**config.mk**
```make
export PLATFORM = sky130hd
export DESIGN_NAME = regfile_read_arbiter_flat
export DESIGN_NICKNAME = d
export VERILOG_FILES = /design/src/rtl/regfile_read_arbiter_if.sv /design/src/rtl/regfile_read_arbiter.sv /design/src/flat_wrapper.sv
export SDC_FILE = /design/constraint.sdc
export NUM_CORES = 1
export LEC_CHECK = 0
export ABC_AREA = 0
export CORE_MARGIN = 2
export CORE_UTILIZATION = 40
export CTS_BUF_LIST = sky130_fd_sc_hd__clkbuf_4 sky130_fd_sc_hd__clkbuf_8 sky130_fd_sc_hd__clkbuf_16
export DETAILED_ROUTE_END_ITERATION = 6
export HOLD_SLACK_MARGIN = 0.05
export PLACE_DENSITY = 0.86
export REMOVE_ABC_BUFFERS = 1
export SKIP_LAST_GASP = 1
export SLEW_MARGIN = 20
export SYNTH_ARGS = -nofsm -noshare
export SYNTH_HDL_FRONTEND = slang
export SYNTH_SLANG_ARGS = --single-unit
```
**constraint.sdc**
```tcl
create_clock -name clk -period 2.1 [get_ports clk]
set_input_delay 0.42 -clock clk [delete_from_list [all_inputs] [get_ports clk]]
set_output_delay 0.42 -clock clk [all_outputs]
set_load 0.005 [all_outputs]
```
**src/rtl/regfile_read_arbiter_if.sv**
```systemverilog
// Bundle between the register-file read arbiter and its requesters and read mux.
// The slave side is the arbiter; the master side is the requester/mux environment.
interface regfile_read_arbiter_if #(
  parameter int NUM_REQ = 4,
  parameter int ADDR_W  = 4,
  parameter int DATA_W  = 16,
  parameter int ID_W    = 2
);
  logic [NUM_REQ-1:0]        req;
  logic [NUM_REQ*ADDR_W-1:0] addr;
  logic [DATA_W-1:0]         mux_data;
  logic [ADDR_W-1:0]         reg_sel;
  logic [NUM_REQ-1:0]        ack;
  logic [DATA_W-1:0]         rdata;
  logic [ID_W-1:0]           gnt_id;
  logic                      busy;

  modport master (
    output req, addr, mux_data,
    input  reg_sel, ack, rdata, gnt_id, busy
  );

  modport slave (
    input  req, addr, mux_data,
    output reg_sel, ack, rdata, gnt_id, busy
  );
endinterface

```
**src/rtl/regfile_read_arbiter.sv**
```systemverilog
// Round-robin arbiter sharing one register-file read mux among NUM_REQ requesters.
// Each transaction takes three cycles: grant (IDLE), mux settle/capture (SEL), ack pulse (ACK).
module regfile_read_arbiter #(
  parameter int NUM_REQ = 4,
  parameter int ADDR_W  = 4,
  parameter int DATA_W  = 16,
  parameter int ID_W    = 2
) (
  input  logic                   clk,
  input  logic                   rst,
  regfile_read_arbiter_if.slave  bus
);

  typedef enum logic [1:0] {
    ST_IDLE = 2'd0,
    ST_SEL  = 2'd1,
    ST_ACK  = 2'd2
  } state_t;

  state_t              state_r;
  logic [ADDR_W-1:0]   reg_sel_r;
  logic [NUM_REQ-1:0]  ack_r;
  logic [DATA_W-1:0]   rdata_r;
  logic [ID_W-1:0]     gnt_id_r;
  logic [ID_W-1:0]     rr_ptr_r;
  logic                busy_r;

  logic [ID_W-1:0]     winner_s;
  logic                found_s;
  logic [ADDR_W-1:0]   win_addr_s;

  // Round-robin pick: first requesting index at or after rr_ptr, wrapping modulo NUM_REQ.
  always_comb begin
    winner_s = {ID_W{1'b0}};
    found_s  = 1'b0;
    for (int i = 0; i < NUM_REQ; i++) begin
      logic [ID_W-1:0] idx_v;
      idx_v = ID_W'(rr_ptr_r + i);
      if (!found_s && bus.req[idx_v]) begin
        winner_s = idx_v;
        found_s  = 1'b1;
      end else begin
        found_s  = found_s;
      end
    end
    win_addr_s = bus.addr[winner_s*ADDR_W +: ADDR_W];
  end

  // Transaction FSM with all outputs registered.
  always_ff @(posedge clk or posedge rst) begin
    if (rst) begin
      state_r   <= ST_IDLE;
      reg_sel_r <= {ADDR_W{1'b0}};
      ack_r     <= {NUM_REQ{1'b0}};
      rdata_r   <= {DATA_W{1'b0}};
      gnt_id_r  <= {ID_W{1'b0}};
      rr_ptr_r  <= {ID_W{1'b0}};
      busy_r    <= 1'b0;
    end else begin
      case (state_r)
        ST_IDLE: begin
          ack_r <= {NUM_REQ{1'b0}};
          if (found_s) begin
            reg_sel_r <= win_addr_s;
            gnt_id_r  <= winner_s;
            rr_ptr_r  <= winner_s + {{(ID_W-1){1'b0}}, 1'b1};
            busy_r    <= 1'b1;
            state_r   <= ST_SEL;
          end else begin
            busy_r    <= 1'b0;
            state_r   <= ST_IDLE;
          end
        end
        // The mux has had a full cycle on reg_sel; capture and acknowledge regardless of req.
        ST_SEL: begin
          rdata_r <= bus.mux_data;
          ack_r   <= {{(NUM_REQ-1){1'b0}}, 1'b1} << gnt_id_r;
          busy_r  <= 1'b1;
          state_r <= ST_ACK;
        end
        ST_ACK: begin
          ack_r   <= {NUM_REQ{1'b0}};
          busy_r  <= 1'b0;
          state_r <= ST_IDLE;
        end
        default: begin
          ack_r   <= {NUM_REQ{1'b0}};
          busy_r  <= 1'b0;
          state_r <= ST_IDLE;
        end
      endcase
    end
  end

  assign bus.reg_sel = reg_sel_r;
  assign bus.ack     = ack_r;
  assign bus.rdata   = rdata_r;
  assign bus.gnt_id  = gnt_id_r;
  assign bus.busy    = busy_r;

endmodule

```
**src/flat_wrapper.sv**
```systemverilog
// flat-port wrapper written by rule: the top's interface ports become plain ports
module regfile_read_arbiter_flat 
#(
  parameter int NUM_REQ = 4,
  parameter int ADDR_W  = 4,
  parameter int DATA_W  = 16,
  parameter int ID_W    = 2
)
  (clk, rst, bus_req, bus_addr, bus_mux_data, bus_reg_sel, bus_ack, bus_rdata, bus_gnt_id, bus_busy);
  regfile_read_arbiter_if #(.NUM_REQ(NUM_REQ), .ADDR_W(ADDR_W), .DATA_W(DATA_W), .ID_W(ID_W)) bus_i ();
  input  logic clk;
  input  logic rst;
  input wire logic [$bits(bus_i.req)-1:0] bus_req;
  input wire logic [$bits(bus_i.addr)-1:0] bus_addr;
  input wire logic [$bits(bus_i.mux_data)-1:0] bus_mux_data;
  output wire logic [$bits(bus_i.reg_sel)-1:0] bus_reg_sel;
  output wire logic [$bits(bus_i.ack)-1:0] bus_ack;
  output wire logic [$bits(bus_i.rdata)-1:0] bus_rdata;
  output wire logic [$bits(bus_i.gnt_id)-1:0] bus_gnt_id;
  output wire logic [$bits(bus_i.busy)-1:0] bus_busy;
  assign bus_i.req = bus_req;
  assign bus_i.addr = bus_addr;
  assign bus_i.mux_data = bus_mux_data;
  assign bus_reg_sel = bus_i.reg_sel;
  assign bus_ack = bus_i.ack;
  assign bus_rdata = bus_i.rdata;
  assign bus_gnt_id = bus_i.gnt_id;
  assign bus_busy = bus_i.busy;
  regfile_read_arbiter #(.NUM_REQ(NUM_REQ), .ADDR_W(ADDR_W), .DATA_W(DATA_W), .ID_W(ID_W)) u_core (.clk(clk), .rst(rst), .bus(bus_i));
endmodule
```
# [Word level (Yosys, flattened, before mapping)]
# Index checks and enable logic that the tools add are counted.
[op_classes] n_addsub=4 n_mul=0 div_mod_pow=0 n_lt_le_gt_ge=4 n_eq_ne=1 shift=2 n_mux=21 bitwise_logic=0 n_reduce_logical=8
[ops] operator="$shiftx 16x5->4" count=1
[ops] operator="$lt 2x3->1 const B" count=4
[ops] operator="$mux 1" count=10
[ops] operator="$bmux 1 s2" count=4
[ops] operator="$mux 2" count=4
[ops] operator="$add 2x1->2 const B" count=2
[ops] operator="$add 2x2->2 const B" count=2
[ops] operator="$mux 4" count=1
[ops] operator="$pmux 2 s2" count=1
[ops] operator="$shl 1x2->4 const A" count=1
[ops] operator="$logic_and 1x1->1" count=3
[ops] operator="$logic_not 1->1" count=3
[ops] operator="$eq 2x1->1 const B" count=1
[ops] operator="$logic_not 2->1" count=1
[ops] operator="$pmux 1 s2" count=1
[ops] operator="$reduce_and 2->1" count=1
[word_totals] register_bits=31 latch_bits=0 ram_bits=0 mem_bits_ro=0 input_bits=38 output_inout_bits=27 word_cells=47 n_memories=0

# [Longest topological paths before layout]
# Gate-level depths: netlist (run 1).
[depth] depth_word=14 depth_mapped=5 mapped_depth_nobuf=5

# [Worst setup path before layout (run 1)]
# No wires, ideal clock.
[synth_path] path_kind="register to register" start="register u_core.state_r[1]" end="register u_core.rdata_r[2], in the netlist u_core.bus.rdata[2]" setup_time_ns=0.125 t_arrival_ns=1.319 required_time_ns=1.975 setup_slack_ns=0.657 stages_incl_launch_ff=4 path_buffers=1 period_less_slack_ns=1.443 path_cell_list="dfrtp_1 nor2_2 buf_2 mux2_2"
[synth_between] elab_chain_cells=1
[synth_lines] element="from (decl)" line_no="regfile_read_arbiter.sv:20" source="state_t state_r;"
[synth_lines] element="from (signal assigned)" line_no="regfile_read_arbiter.sv:52" source="state_r <= ST_IDLE;"
[synth_lines] element="from (signal assigned)" line_no="regfile_read_arbiter.sv:68" source="state_r <= ST_SEL;"
[synth_lines] element="from (signal assigned)" line_no="regfile_read_arbiter.sv:71" source="state_r <= ST_IDLE;"
[synth_lines] element="$eq 2x1->1" line_no="regfile_read_arbiter.sv:60" source="case (state_r)"
[synth_lines] element="to (signal assigned)" line_no="regfile_read_arbiter.sv:55" source="rdata_r <= {DATA_W{1'b0}};"
[synth_lines] element="to (signal assigned)" line_no="regfile_read_arbiter.sv:76" source="rdata_r <= bus.mux_data;"
[synth_lines] element="to (decl)" line_no="regfile_read_arbiter.sv:23" source="logic [DATA_W-1:0] rdata_r;"
# No other way between the ends.
# A chain may end at the register's enable or synchronous reset.

# [Worst setup path after layout (run 1)]
[layout_path] start="input bus_req[2]" end="register u_core.reg_sel_r[3], in the netlist u_core.bus.reg_sel[3]"
[layout_between] elab_chain_cells=13 word_cells_on_any_way=24 cone_classes="shift (1); mux (16); reduce/logical (7)"
[layout_lines] element="from (decl)" line_no="flat_wrapper.sv:13" source="input wire logic [$bits(bus_i.req)-1:0] bus_req;"
[layout_lines] element="$bmux 1 s2" line_no="regfile_read_arbiter.sv:39" source="if (!found_s && bus.req[idx_v]) begin"
[layout_lines] element="$mux 1 (implied by the code)" line_no="regfile_read_arbiter.sv:39"
[layout_lines] element="$mux 1" line_no="regfile_read_arbiter.sv:39"
[layout_lines] element="$logic_not 1->1" line_no="regfile_read_arbiter.sv:39"
[layout_lines] element="$logic_and 1x1->1" line_no="regfile_read_arbiter.sv:39"
[layout_lines] element="$mux 1" line_no="regfile_read_arbiter.sv:39"
[layout_lines] element="$logic_not 1->1" line_no="regfile_read_arbiter.sv:39"
[layout_lines] element="$logic_and 1x1->1" line_no="regfile_read_arbiter.sv:39"
[layout_lines] element="$mux 1" line_no="regfile_read_arbiter.sv:39"
[layout_lines] element="$logic_not 1->1" line_no="regfile_read_arbiter.sv:39"
[layout_lines] element="$logic_and 1x1->1" line_no="regfile_read_arbiter.sv:39"
[layout_lines] element="$mux 2 or $mux 1 (tied branches)" line_no="regfile_read_arbiter.sv:39"
[layout_lines] element="$shiftx 16x5->4 or $reduce_and 2->1 (tied branches)"
[layout_lines] element="to (signal assigned)" line_no="regfile_read_arbiter.sv:53" source="reg_sel_r <= {ADDR_W{1'b0}};"
[layout_lines] element="to (signal assigned)" line_no="regfile_read_arbiter.sv:64" source="reg_sel_r <= win_addr_s;"
[layout_lines] element="to (decl)" line_no="regfile_read_arbiter.sv:21" source="logic [ADDR_W-1:0] reg_sel_r;"
# Several ways; a longest one is shown, not always the timed one. The select of a mux whose other input is x is not followed.

==> results of run 1 <==
[cells by family after synthesis]
| group | count (synthesis) |
|---|---|
| AND/OR/NAND/NOR | 23 |
| XOR/XNOR | 1 |
| AO/OA/AOI/OAI | 15 |
| multiplexers | 24 |
| flip-flops | 31 |
| buffers and inverters | 7 |
[cell usage in the layout (no fill, tap or decap), drive strengths merged]
cell,n
a21o,1
a21oi,4
and2b,1
and3,1
buf,6
bufinv,1
clkbuf,6
clkdlybuf4s50,64
clkinv,1
dfrtp,31
inv,5
mux2,16
mux2i,8
nand2,9
nor2,4
nor2b,2
nor4,2
nor4b,1
o211ai,1
o21a,1
o21ai,2
o221ai,5
o22ai,1
or2,1
or3,2
xnor2,1
[flip-flops by register name, indices dropped and copies added, names as in the netlist]
register            count
u_core.bus.busy         1
u_core.bus.rdata       16
u_core.bus.ack          4
u_core.bus.reg_sel      4
u_core.rr_ptr_r         2
u_core.bus.gnt_id       2
u_core.state_r          2
[final cells by class]
class	instances	area [sq um]
Clock buffer	6	51.3
Multi-Input combinational cell	63	517
Clock inverter	2	35.0
Tap cell	44	55.1
Fill cell	252	965
Inverter	5	18.8
Sequential cell	31	776
Timing Repair Buffer	70	686
[power by group]
group	internal [mW]	switching (mW)	total, mW
clock network	0.281	0.206	0.488
logic	0.871	0.494	1.37
registers	0.883	0.177	1.06
total	2.04	0.878	2.91
[critical path, cell delays in order]
cell             delay (ps)
clkdlybuf4s50_1         470
nor4_1                  390
or3_1                   290
inv_1                    90
nand2_1                 150
o221ai_1                150
[cell usage after synthesis (2+ instances only)]
| master | instances |
|---|---|
| nor2_1 | 3 |
| or3_1 | 2 |
| nor4_1 | 2 |
| buf_2 | 2 |
| nor2b_1 | 2 |
| o221ai_1 | 4 |
| nand2_1 | 9 |
| a21oi_1 | 3 |
| mux2i_1 | 8 |
| inv_1 | 5 |
| mux2_2 | 16 |
| dfrtp_1 | 31 |
[worst max-delay path by stage]
stage | start | to | slack, ps | cells past startpoint
2_1_floorplan | bus_req[3] | u_core.bus.reg_sel[0] | 630 | 5
3_3_place_gp | bus_req[2] | u_core.bus.reg_sel[2] | 20 | 6
3_5_place_dp | bus_req[2] | u_core.bus.reg_sel[3] | -7 | 6
4_1_cts | bus_req[2] | u_core.bus.reg_sel[3] | 330 | 6
5_1_grt | bus_req[2] | u_core.bus.reg_sel[3] | 250 | 6
6_report | bus_req[2] | u_core.bus.reg_sel[3] | 330 | 6
[per-stage QoR]
step | setup slack, ps | hold slack [ps]
after floorplan | 635 | 475
after global placement | 18.8 | 491
after detailed placement | -7.13 | 493
after CTS | 333 | 462
after global routing | 247 | 523
final | 326 | 458
[layer usage]
metal,share of wire,global-route usage
met5,0,0
met4,0.033,0.119
met3,0.035,0.0420
met2,0.52,0.309
met1,0.41,0.236
==> impl_metrics.csv, run 1 <==
group,metric,value,unit
worst_setup_path,path_max_fanout,7,
worst_setup_path,rr_worst_depth,5,
global_routing,grt_pass1_vias,1097,
sta,setup_viol,0,
synthesis,synthArstFlopShare,1.00,
job,cap_violations,0,
clocking,cts_resized,0,
synthesis,syn-cell-area,1320,sq um
drt,drc_errors,0,
worst_setup_path,cp-end-kind,"flip-flop",
synthesis,yosysTopAreaCellShare,0.587,
floorplan,start_util,0.426,
floorplan,die_w,61.5,um
synthesis,avgSynthCellArea,13.1,sq um
finish,fin_nets,214,
floorplan,die_h,61.5,um
placement,io_buffers,64,
drt,drt_iter0_drc,57,
synthesis,synthAdderAreaFrac,0,
synthesis,yosysWarningCount,0,
global_routing,grt_pass1_wl,5110,um
clocking,cts_root_buffer,"clkbuf_4",
synthesis,yosysTopAreaCell,"dfrtp_1",
worst_setup_path,r2r_slack,490,ps
floorplan,core,3100,sq um
synthesis,synth_top_family_by_area,"multiplexers",
run_status,outcome,"complete, no violations",
placement,hpwl,2480,um
clocking,ctsHoldBuffers,0,
worst_setup_path,arrival,1970,ps
synthesis,synth_seq_cells,31,
synthesis,ys_seq_area_frac,0.587,
placement,place_inst,213,
global_routing,grt_max_degree,32,
synthesis,synth_cells,101,
drt,wl_per_cell,14.5,um
sta,slew_headroom,0.729,
finish,fin_area,2140,sq um
placement,postPlaceCellArea,2050,sq um
synthesis,synth_edf_count,0,
synthesis,yosys.area_share.xor_xnor,0.00663,
drt,vias,1064,
clocking,cts_tree,"built",
worst_hold_path,worstHoldPathType,"in2async",
sta,fmax,564,MHz
clocking,cts_buffers,5,
drt,firstDrtPassIters,4,
global_routing,antenna_found_initial,0,
pwr,ir_worst_vdd,757,uV
drt,ant_nets,0,
sta,hold_viol,0,
worst_setup_path,reg2reg_to,"u_core.bus.reg_sel[3]",
sta,fin_skew,17.3,ps
global_routing,grt-ovfl-total,0,
synthesis,yosys.area_share.simple,0.0909,
clocking,insertion_delay,340,ps
pwr,power_density,1360,nW/um^2
synthesis,synthMuxAreaShare,0.197,
floorplan,fp.dieArea,3780,sq um
clocking,htree_levels,2,
placement,gp_congestion,0.824,
floorplan,fp-row-count,20,
pwr,finalPower,2.91,mW
worst_setup_path,r2r-start,"u_core.rr_ptr_r[1]",
worst_setup_path,required,2300,ps
synthesis,synth_compound_gate_area_share,0.0966,
sta,post-route-min-period,1770,ps
sta,fin_crit_sh,0.845,
floorplan,pin_count,65,
clocking,clkTransAtPathRegs,110,ps
finish,fin_util,0.689,
finish,num_antenna_cells,0,
drt,viasPerCell,4.81,
sta,rsz0062_at_grt,"false",
clocking,ctsLongestPathBuffers,2,
sta,slew_viol_final,0,
clocking,cts_setup_buffers,0,
pwr,leakagePower,0.925,nW
synthesis,synthDistinctLibCells,26,
synthesis,synthTopCellsByArea,"dfrtp_1 59%, mux2_2 14%, mux2i_1 6.1%",
worst_setup_path,path_class,"in2reg",
sta,tns,0,ps
finish,finalNonFillerCells,221,
drt,wl,3200,um
global_routing,grt_use_total,0.192,
finish,layout-drive-gt1-share,0.198,
worst_setup_path,start_kind,"primary input",
finish,syn_to_final_growth,61.8,%
clocking,cts_sinks,31,
sta,tightest_slew,406,ps
synthesis,synth_ff_type,"dfrtp_1",
No activity file was read; power rests on OpenSTA's default activity.
==> inputs of run 2 (changes only) <==
--- a/config.mk
+++ b/config.mk
@@ -7,11 +7,11 @@
 export LEC_CHECK = 0
 export ABC_AREA = 0
 export CORE_MARGIN = 2
-export CORE_UTILIZATION = 40
+export CORE_UTILIZATION = 36
 export CTS_BUF_LIST = sky130_fd_sc_hd__clkbuf_4 sky130_fd_sc_hd__clkbuf_8 sky130_fd_sc_hd__clkbuf_16
 export DETAILED_ROUTE_END_ITERATION = 6
 export HOLD_SLACK_MARGIN = 0.05
-export PLACE_DENSITY = 0.86
+export PLACE_DENSITY = 0.82
 export REMOVE_ABC_BUFFERS = 1
 export SKIP_LAST_GASP = 1
 export SLEW_MARGIN = 20
==> constraint.sdc (replaced) <==
create_clock -name clk -period 1.55 [get_ports clk]
set_input_delay 0.31 -clock clk [delete_from_list [all_inputs] [get_ports clk]]
set_output_delay 0.31 -clock clk [all_outputs]
set_load 0.005 [all_outputs]
==> impl_metrics.csv, run 2 (synthesis results as in run 1) <==
group,metric,value,unit
floorplan,pin_count,65,
worst_setup_path,cp_cell_sequence,"and2b_2 -> a21oi_4 -> o221ai_4 -> buf_12 -> mux2i_2 -> o221ai_1",
drt,drt_iter0_drc,81,
finish,fin_area,2270,sq um
finish,finalNonFillerCells,234,
sta,setup_viol,0,
floorplan,core,3610,sq um
worst_setup_path,cpMaxStageDelayCell,"dfrtp_1",
finish,mostFrequentLayoutCells,"60 x clkdlybuf4s50_1, 31 x dfrtp_1, 16 x mux2_2",
placement,io_buffers,64,
global_routing,grt_pass1_wl,5550,um
worst_setup_path,start_kind,"flip-flop",
sta,fin_skew,4.96,ps
clocking,insertion_delay,280,ps
drt,vias,1123,
drt,viasPerCell,4.80,
finish,num_antenna_cells,0,
clocking,cts_tree,"built",
floorplan,start_util,0.366,
drt,wl_per_cell,13.8,um
sta,slew_headroom,0.783,
finish,largest_reg_flops,16,
global_routing,grt_pass1_vias,1183,
clocking,cts_root_buffer,"clkbuf_8",
placement,gp_congestion,0.751,
finish,syn_to_final_growth,72.0,%
global_routing,antenna_found_initial,0,
sta,fin_crit_sh,0.978,
placement,postPlaceCellArea,2130,sq um
worst_setup_path,required,1700,ps
drt,wl,3230,um
floorplan,die_w,64.6,um
worst_hold_path,worstHoldPathType,"in2async",
worst_setup_path,arrival,1670,ps
global_routing,grt-ovfl-total,0,
worst_setup_path,cp-end-kind,"flip-flop",
finish,layout-drive-gt1-share,0.258,
global_routing,grt_max_degree,20,
clocking,ctsHoldBuffers,0,
worst_setup_path,path_max_fanout,8,
floorplan,fp.dieArea,4170,sq um
clocking,ctsLongestPathBuffers,2,
clocking,clkTransAtPathRegs,60,ps
pwr,leakagePower,0.986,nW
clocking,htree_levels,2,
sta,slew_viol_final,0,
finish,fin_util,0.630,
clocking,cts_buffers,5,
placement,place_inst,223,
finish,mostFrequentLayoutCell,"clkdlybuf4s50_1",
pwr,power_density,1860,nW/um^2
drt,drc_errors,0,
sta,post-route-min-period,1520,ps
floorplan,die_h,64.6,um
floorplan,fp-row-count,22,
run_status,outcome,"complete, no violations",
sta,hold_viol,0,
worst_setup_path,slowest_delay,400,ps
sta,rsz0062_at_grt,"true",
drt,ant_nets,0,
global_routing,grt_use_total,0.173,
finish,fin_nets,223,
clocking,cts_sinks,31,
drt,firstDrtPassIters,4,
sta,tightest_slew,322,ps
placement,hpwl,2590,um
sta,fmax,659,MHz
worst_setup_path,path_class,"reg2reg",
job,cap_violations,0,
pwr,ir_worst_vdd,1050,uV
[run 2: timing repair]
action	CTS	global route
resized for setup	6	3
endpoints found under the hold margin	0	0
setup endpoints to repair	10	4
setup buffers	2	1
pin swaps	2	0
[run 2: cell type report]
cell class                 count  area (sq um)
clock inverter                 1          7.51
fill                         282          1330
timing repair buffer          79           773
multi-input combinational     63           541
tap                           48          60.1
inverter                       5          18.8
clock buffer                   7          96.3
sequential                    31           776
[run 2: report_power, final]
part / internal, mW / switching [mW]
Clock: 0.403 / 0.280
Sequential: 1.20 / 0.219
Combinational: 1.37 / 0.758
[run 2: metrics by stage]
| step | TNS [ps] | setup WS [ps] | hold slack (ps) | power, mW |
|---|---|---|---|---|
| after floorplan | 0 | 114 | 414 | 2.30 |
| after global placement | -2120 | -320 | 490 | 3.42 |
| after detailed placement | -3110 | -464 | 489 | 3.51 |
| after CTS | 0 | 26.4 | 342 | 4.26 |
| after global routing | -181 | -52.1 | 404 | 4.51 |
| final | 0 | 33.6 | 343 | 4.23 |
[run 2: per-layer routing]
metal | up-vias | GRT usage | routed length (um) | part of all wire
met3 | 4 | 0.0486 | 207 | 0.064
met5 | - | 0 | 0 | 0
li1 | 527 | - | - | -
met4 | 0 | 0.0718 | 48 | 0.015
met2 | 39 | 0.299 | 1730 | 0.54
met1 | 553 | 0.202 | 1240 | 0.38
[run 2: worst paths after layout]
kind	from	slack, ps	depth (start not counted)	to
max	u_core.rr_ptr_r[0]	30	6	u_core.bus.reg_sel[1]
min in group clk	u_core.bus.rdata[12]	510	1	u_core.bus.rdata[12]
min reg2reg	u_core.bus.rdata[12]	510	1	u_core.bus.rdata[12]
max in group asynchronous	rst	980	3	u_core.bus.ack[1]
max reg2reg	u_core.rr_ptr_r[0]	30	6	u_core.bus.reg_sel[1]
min	rst	340	3	u_core.bus.rdata[5]
[run 2: critical path: cells and delay by family (launching register included)]
family                 cells  cell delay [ps]
and+or+nand+nor            1              270
muxes                      1              210
buffers and inverters      1              160
DFF                        1              400
AOI/OAI and AO/OA          3              350
==> patch (config.mk and constraints of run 2) <==
Encoding of `state_t`: now one-hot (3 bits for 3 states).
--- a/src/rtl/regfile_read_arbiter.sv
+++ b/src/rtl/regfile_read_arbiter.sv
@@ -13,6 +13,6 @@
 
-  typedef enum logic [1:0] {
-    ST_IDLE = 2'd0,
-    ST_SEL  = 2'd1,
-    ST_ACK  = 2'd2
+  typedef enum logic [2:0] {
+    ST_IDLE = 3'b001,
+    ST_SEL  = 3'b010,
+    ST_ACK  = 3'b100
   } state_t;
Function: no difference found for any inputs over 10 cycles, from zero or initial values and one cycle with rst high; not proved beyond that.
==> patch against run 2 <==
The flow now finishes with violations (setup timing); count of clock-buffer cells in the layout grew 1; sequential share of layout area is essentially flat; area after synthesis grew 6.1%; final area grew 3.4%; sequential cell count grew 1; power shrank 1.0%; worst setup slack lost 0.085 ns; routed wire length grew 2.5%; combinational power shrank 2%; die area grew 5.7%; worst hold slack gained 0.043 ns; critical path depth is the same; critical endpoint unchanged.
==> patch: results (changes against run 2) <==
- Buffering overhead: 33.5% (-0.54 points)
- Multi-input logic portion of the cell area: 24.5% (+0.76 points)
- Clock-cell share of area: 4.15% (-0.42 points)
- CP top delay family: compound AO/OA/AOI/OAI gates
- Status: finished, violations left
- Final setup margin: -0.0510 ns (-0.0846 ns)
- VDD IR max: 0.000814 V (-23%)
- GR Layer Usage met3: 4.09% (-0.77 points)
- Setup_tns: -0.0674 ns (-0.0674 ns)
- CP Data Arrival Time: 1.75 ns (+0.08 ns)
- Mux contribution to synthesized area: 5.71% (-14 points)
- Largest cells by area after synthesis: dfrtp_1 55%, nand2_1 16%, mux2i_1 5.7%, o221ai_2 4.3%, o41ai_4 2.0%
- Clock skew: 0.00342 ns (-0.00154 ns)
- Signal buffers: 82 (+3.8%)
- GPL Wtd Cong: 0.674 (-10%)
- Hpwl dp: 2.38 mm (-8.0%)
- Post-Place Cells: 260 (+17%)
- P_leak: 0.00111 uW (+13%)
- CTS Sinks: 32 (+3.2%)
- Register area: 802 um2 (+3.4%)
- Setup Slack @ Placement: -0.429 ns (+0.0350 ns)
- Finish-stage setup viols: 3 (+3)
- Critical Path Fanout Max: 5 (-3)
- Syn_area_per_cell: 10.0 um2 (-23%)
- Fin area: 2350 um2 (+3.4%)
- Routed via count: 1261 (+12%)
- Failing checks: setup timing
- Multi-Input Combinational: 97 (+54%)
- Register area share after synthesis: 57.2% (-1.5 points)
==> patch: changes by cell type in the layout (fill, tap and decap cells not counted), moves of 3 or more <==
cell / run 2 / this run
mux2i_1: 7 / 3
mux2_2: 16 / 0
buf_4: 13 / 16
mux2i_2: 1 / 5
nand2_1: 9 / 61
o221ai_2: 0 / 4
o221ai_1: 4 / 0
==> patch: power breakdown <==
group	internal (uW)	switching (uW)	total [uW]
Combinational	1220	868	2090
Sequential	1220	209	1430
Clock	396	274	671
==> patch: final timing paths <==
path                                         end  cells past startpoint
max                        u_core.bus.reg_sel[1]                      6
min                            u_core.bus.ack[2]                      3
max reg2reg                u_core.bus.reg_sel[1]                      6
min reg2reg                    u_core.bus.ack[2]                      1
max in group asynchronous      u_core.state_r[0]                      3
min in group clk               u_core.bus.ack[2]                      1
==> patch: layer usage <==
metal  part of all wire, %  wire [um]
met5                     0          0
met2                    52       1720
met3                   4.3        143
met1                    42       1400
met4                   1.2         41
